### config.mk
export PLATFORM = sky130hd
export DESIGN_NAME = data_mem_ctrl
export DESIGN_NICKNAME = d
export VERILOG_FILES = /design/src/rtl/data_mem_ctrl.sv
export SDC_FILE = /design/constraint.sdc
export NUM_CORES = 2
export LEC_CHECK = 0
export ABC_AREA = 1
export BUFFER_PORTS_ARGS = -buffer_cell sky130_fd_sc_hd__buf_4
export CORE_ASPECT_RATIO = 0.7
export CORE_UTILIZATION = 40
export DETAILED_ROUTE_END_ITERATION = 7
export PLACE_DENSITY = 0.54
export SYNTH_ARGS = -nofsm -noshare
export SYNTH_HDL_FRONTEND = slang
export SYNTH_SLANG_ARGS = --single-unit
### constraint.sdc
create_clock -name Clk -period 2.8 [get_ports Clk]
set_input_delay 0 -clock Clk [delete_from_list [all_inputs] [get_ports Clk]]
set_output_delay 0 -clock Clk [all_outputs]
set_load 0.005 [all_outputs]
### src/rtl/data_mem_ctrl.sv
// rtl/data_mem_ctrl.sv - word-organised data memory with valid/ready request and response channels
// Optional power-up clear sweep is enabled by defining DATMEM_INIT_CLEAR_EN.
module data_mem_ctrl #(
  parameter int AWIDTH  = 32,
  parameter int DWIDTH  = 32,
  parameter int ALENGTH = 128
) (
  input  logic                  Clk,
  input  logic                  Rst,
  input  logic                  ReqVal,
  output logic                  ReqRdy,
  input  logic                  WE2,
  input  logic [AWIDTH-1:0]     Addr,
  input  logic [DWIDTH-1:0]     WriDat,
  input  logic [DWIDTH/8-1:0]   ByteEn,
  output logic                  RspVal,
  input  logic                  RspRdy,
  output logic [DWIDTH-1:0]     ReaDat,
  output logic                  Err
);

  localparam int NB   = DWIDTH / 8;
  localparam int OFFW = $clog2(NB);
  localparam int IW   = (ALENGTH > 1) ? $clog2(ALENGTH) : 1;

  localparam logic [0:0] RUN = 1'b1;

  logic [0:0]        state;
  logic [DWIDTH-1:0] mem [ALENGTH];
  logic [AWIDTH-1:0] word_idx;
  logic [IW-1:0]     mem_idx;
  logic              misaligned;
  logic              out_of_range;
  logic              req_err;
  logic              accept;

  assign word_idx     = Addr >> OFFW;
  assign mem_idx      = word_idx[IW-1:0];
  assign misaligned   = |(Addr & AWIDTH'((64'd1 << OFFW) - 64'd1));
  assign out_of_range = word_idx >= AWIDTH'(ALENGTH);
  assign req_err      = misaligned | out_of_range;

  // A stalled response blocks new requests; a retiring one lets the next in on the same edge.
  assign ReqRdy = !Rst && (state == RUN) && !(RspVal && !RspRdy);
  assign accept = ReqVal && ReqRdy;

  always_ff @(posedge Clk or posedge Rst) begin
    if (Rst) begin
      RspVal <= 1'b0;
      Err    <= 1'b0;
      ReaDat <= '0;
    end else if (accept) begin
      RspVal <= 1'b1;
      Err    <= req_err;
      ReaDat <= (!req_err && !WE2) ? mem[mem_idx] : '0;
    end else if (RspRdy) begin
      RspVal <= 1'b0;
    end
  end

`ifdef DATMEM_INIT_CLEAR_EN
  localparam logic [0:0] CLEAR = 1'b0;

  logic [IW-1:0] clr_idx;

  always_ff @(posedge Clk or posedge Rst) begin
    if (Rst) begin
      state   <= CLEAR;
      clr_idx <= '0;
    end else if (state == CLEAR) begin
      clr_idx <= clr_idx + IW'(1);
      if (clr_idx == IW'(ALENGTH - 1)) begin
        state <= RUN;
      end
    end
  end

  always_ff @(posedge Clk) begin
    if (state == CLEAR) begin
      if (!Rst) begin
        mem[clr_idx] <= '0;
      end
    end else if (accept && WE2 && !req_err) begin
      for (int b = 0; b < NB; b++) begin
        if (ByteEn[b]) begin
          mem[mem_idx][8*b +: 8] <= WriDat[8*b +: 8];
        end
      end
    end
  end
`else
  // Without the sweep the controller is always running and memory survives reset.
  assign state = RUN;

  always_ff @(posedge Clk) begin
    if (accept && WE2 && !req_err) begin
      for (int b = 0; b < NB; b++) begin
        if (ByteEn[b]) begin
          mem[mem_idx][8*b +: 8] <= WriDat[8*b +: 8];
        end
      end
    end
  end
`endif

endmodule

## After elaboration in Yosys (flattened, before gate mapping)

Memories as Yosys holds them, arrays and structs flattened.
Cells that the tools add are included.

| word-level totals | value |
|---|---|
| register bits after elaboration | 34 |
| memory bits (writable) | 4,096 |
| input port bits | 73 |
| output and inout bits | 35 |
| logic and storage cells | 34 |
| memories kept | 1 |

| operators by class | value |
|---|---|
| order comparisons | 1 |
| muxes and demuxes | 15 |
| bitwise logic cells | 1 |
| reductions and logical operators | 13 |

Memory list:

| name | words | width | rd ports | clocked after memory_dff | write ports | line | text |
|---|---|---|---|---|---|---|---|
| mem | 128 | 32 | 1 | 0 | 1 | 29 | `logic [DWIDTH-1:0] mem [ALENGTH];` |

Operators with widths:

| operator | number |
|---|---|
| $mux 32 | 1 |
| $ge 30x8->1 const B | 1 |
| $mux 1 | 14 |
| $logic_and 1x1->1 | 6 |
| $logic_not 1->1 | 5 |
| $reduce_bool 2->1 | 1 |
| $reduce_or 2->1 | 1 |
| $or 1x1->1 | 1 |

## Depth between registers and ports, before layout

| depth | value |
|---|---|
| depth after elaboration | 9 |
| gate-level depth with buffers | 17 |
| depth with buffers taken out | 13 |

## Worst setup path after synthesis

No wires, ideal clock.

| timing path | value |
|---|---|
| path type | register to register |
| start | register RspVal |
| end | memory mem[101][0], enable pin |
| library setup time | 0.370 ns |
| data arrival time | 1.912 ns |
| data required time | 2.430 ns |
| setup slack | 0.518 ns |
| cell stages (with the launch flop) | 10 |
| path buffers | 2 |
| clock period less this slack | 2.282 ns |
| path through | dfrtp_1 -> inv_1 -> nor2_1 -> nor3b_2 -> nand4_1 -> nor2_1 -> nand3_1 -> clkbuf_1 -> clkbuf_1 -> nor2_1 |

| on the way | value |
|---|---|
| cells in the longest elaborated chain, start to end | 8 |

Ends and longest elaborated chain:

| what | line | text |
|---|---|---|
| from (decl) | 16 | `output logic RspVal,` |
| from (signal assigned) | 49 | `RspVal <= 1'b0;` |
| from (signal assigned) | 53 | `RspVal <= 1'b1;` |
| from (signal assigned) | 57 | `RspVal <= 1'b0;` |
| $logic_and 1x1->1 | 44 | `assign ReqRdy = !Rst && (state == RUN) && !(RspVal && !RspRdy);` |
| $logic_not 1->1 | 44 |  |
| $logic_and 1x1->1 | 44 |  |
| $logic_and 1x1->1 | 45 | `assign accept = ReqVal && ReqRdy;` |
| $logic_and 1x1->1 (2 in series) | 96 | `if (accept && WE2 && !req_err) begin` |
| $mux 1 | 96 |  |
| $mux 1 (implied by the code) | 99 | `mem[mem_idx][8*b +: 8] <= WriDat[8*b +: 8];` |
| to (decl) | 29 |  |

No other way between the ends.

## Worst setup path in the final report

| timing path | value |
|---|---|
| start | input port Addr[4] |
| end | register ReaDat[30] |

| on the way | value |
|---|---|
| cells in the longest elaborated chain, start to end | 5 |
| elaborated cells between the ends (all ways) | 6 |
| those cells by class | order compare (1); mux (1); bitwise (1); reduce/logical (2); memory (1) |

Ends and longest elaborated chain:

| what | line | text |
|---|---|---|
| from (decl) | 13 | `input logic [AWIDTH-1:0] Addr,` |
| $ge 30x8->1 | 40 | `assign out_of_range = word_idx >= AWIDTH'(ALENGTH);` |
| $or 1x1->1 | 41 | `assign req_err = misaligned \| out_of_range;` |
| $logic_not 1->1 | 55 | `ReaDat <= (!req_err && !WE2) ? mem[mem_idx] : '0;` |
| $logic_and 1x1->1 | 55 |  |
| $mux 32 (*) | 55 |  |
| to (signal assigned) | 55 |  |
| to (decl) | 18 | `output logic [DWIDTH-1:0] ReaDat,` |

Mark *: on every way between the ends. The rest lies on a longest branch, timed or not.
A chain may end at the register's enable or synchronous reset.

==> out/qor.yml <==
relSlewSlack_pct: 28.1
grt_max_degree: 129
ys_ff_latch: 4130
synthFlopType: "edfxtp_1"
antenna_found_initial: 39
synth_top_family_by_area: "simple AND/OR/NAND/NOR gates"
chipHeight_um: 544
timing.rr.start: "RspVal"
cts.sinks: 4130
synth.largest_area_cell: "edfxtp_1"
cp_common_cell: "nand2_1"
synthMuxAreaShare_pct: 0
clk_latency_ps: 970
whs_path_depth: 2
netlist.area_leader.share_pct: 73.3
htreeDepth: 5
vdd_drop_max_mv: 0.583
post-route-period-util_pct: 97.8
fmax_ghz: 0.365
grt_use_met2_pct: 36.7
tightest_slew_ps: 1080
busiest_layer: "met1"
startpoint_type: "input port"
synth_xor_area_share_pct: 0
synth_area_mm2: 0.168
syn_avg_cell_area_um2: 11.4
finClkSkew_ps: 56.5
regToRegEndpoint: "mem[34][16]"
cts_tree: "built"
viasPerCell: 5.30
min_to: "mem[23][15]"
synthTopCellsByCount: "nand2_1, edfxtp_1, nor2_1"
yosysSeqAreaShare_pct: 73.8
final_max_slew_viol_count: 0
grt.overflow.total: 0
synth_edf_count: 4096
final.min_clock_period_ps: 2740
synth_compound_area_share_pct: 3.44
antenna_left: 0
nets: 15700
critPathMaxStageDelay_ps: 590
cp.required_ps: 3690
outcome: "complete, but fails checks"
met3_usage_pct: 5.40
violations: "design-rule violations"
r2r_cells: 11
synth_cell_types: 26
ff2ff_setup_slack_ps: 90
initial_core_util_pct: 40.3
cp_max_fo: 37
cp_slowest_cell: "dlygate4sd3_1"
cts_root_buf: "clkbuf_16"
synth_cells: 14800
final_core_util_pct: 47.2
arrival_ps: 3630
crit_type: "in2reg"
synthAdderAreaFrac_pct: 0
use_met1_pct: 39.2
pin_count: 108
power_mw: 131
finalSetupViolCount: 0
cts_buffer_depth: 4
area_growth_pct: 17.2
syn_nets: 14800
grt_pass1_wl_mm: 789
finalHoldViolCount: 0
core_mm2: 0.417
port_buffers: 107
power_density_mw_per_mm2: 665
end_kind: "register"
grt_pass1_vias: 106000
dp_hpwl_mm: 361
drt-initial-drc-count: 14600
numCtsBuffers: 393
rows: 198
synth-simple-area-share_pct: 20.1
grt_usage_pct: 25.7
yosysMostFrequentCell: "nand2_1"
die_w_um: 776
p_leak_nw: 71.8
drv_cap: 0
yosysWarningCount: 0
crit_chain: "dlygate4sd3_1, buf_12, nor2_4, buf_12, buf_4, nand3_1, nand2_1, o21ai_0, nand2_1, nor2_1, buf_4, nor2_1, nor2_1, nand2_1, nand2_1, dlygate4sd3_1, nand2_1"
hold_path_class: "in2reg"
synthArstFlopShare_pct: 0.823
drive_above_1_share_pct: 11.7
drt-pass1-iter-count: 8
wl_per_cell_um: 25.8
postRouteWirelength_mm: 555
clk_pin_slew_ps: 60
fp.dieArea_mm2: 0.422
min-delay-start: "WriDat[15]"
vias: 114000
gp_congestion: 0.894
drc: 24
synth.area.top_cells: "edfxtp_1, nand2_1, nor2_1, o21ai_0, nand3_1"
critical path: cells and delay by family:
| kind | cells | cell delay, ps |
|---|---|---|
| buf+inv | 6 | 2040 |
| compound gates | 1 | 240 |
| simple gates | 10 | 1230 |
metal layers:
layer	part of all wire (%)	routed length [um]	vias up
met5	0.036	200	-
met4	3.1	17200	24
met3	9.9	55000	769
met2	42	233000	5286
met1	45	250000	55900
li1	-	-	52200
registers in the layout, summed over array words and instances (netlist names):
register,cells
Err,1
mem,4096
ReaDat,32
RspVal,1
timing repair:
action,4_1_cts,5_1_grt
setup endpoints to repair,1,321
gates resized for setup,1,4
hold endpoints to repair,4500,0
hold buffers,56,0
pin swaps,0,1
buffers inserted,0,3
gates cloned,0,0
worst max-delay path by stage:
stage                        from     endpoint  slack [ps]  cells past startpoint
final                     Addr[4]   ReaDat[30]          60                     17
after CTS                  RspVal  mem[81][13]          40                     10
after global placement    Addr[2]    ReaDat[6]        -400                     15
after detailed placement  Addr[2]    ReaDat[6]        -440                     15
after global routing       RspVal   mem[7][22]         -20                     11
after floorplan            RspVal  mem[101][0]         520                      9
cells in the final DEF (no fill, tap or decap), drive strengths merged, types with 129 or more instances in the layout:
cell / n
nor2: 2815
o21ai: 1104
clkinv: 161
nand3: 1049
nand2: 4469
buf: 1251
edfxtp: 4096
clkbuf: 492
nand4: 160
inv: 129
through the flow:
step | std cells | hold slack [ps] | worst slack, ps | instance area, um^2 | setup TNS, ps
finish | 21500 | 53.9 | 61.1 | 197000 | 0
floorplan | 14800 | 31.1 | 518 | 168000 | 0
CTS | 21500 | 4.34 | 36.1 | 197000 | 0
global route | 21500 | 43.1 | -15.3 | 197000 | -168
global placement | 20700 | 242 | -397 | 183000 | -29900
detailed placement | 20700 | 225 | -439 | 183000 | -6010
cells by family (layout without fill, tap and decap cells):
kind of cell	count (synthesis)	after routing
simple gates	8508	8508
flops	4130	4130
other cells	0	21
compound gates	1137	1137
buf+inv	997	2146
power breakdown:
part	switching (mW)	internal (mW)	leakage (nW)	total, mW
combinational	5.98	2.07	28.2	8.05
sequential	0.000874	67.9	37.3	67.9
clock	23.8	30.9	6.33	54.8
total	29.8	101	71.8	131
final cells by class:
| class | instances | area (um^2) |
|---|---|---|
| diodes | 21 | 52.6 |
| clock buffers | 492 | 10600 |
| clock inverters | 229 | 2350 |
| fillers | 37800 | 220000 |
| inverters | 121 | 494 |
| multi-input cells | 9645 | 39600 |
| flip-flops and latches | 4130 | 124000 |
| well taps | 5600 | 7010 |
| repair buffers | 1304 | 12700 |
Note: power is estimated with default switching activity, not from simulation.
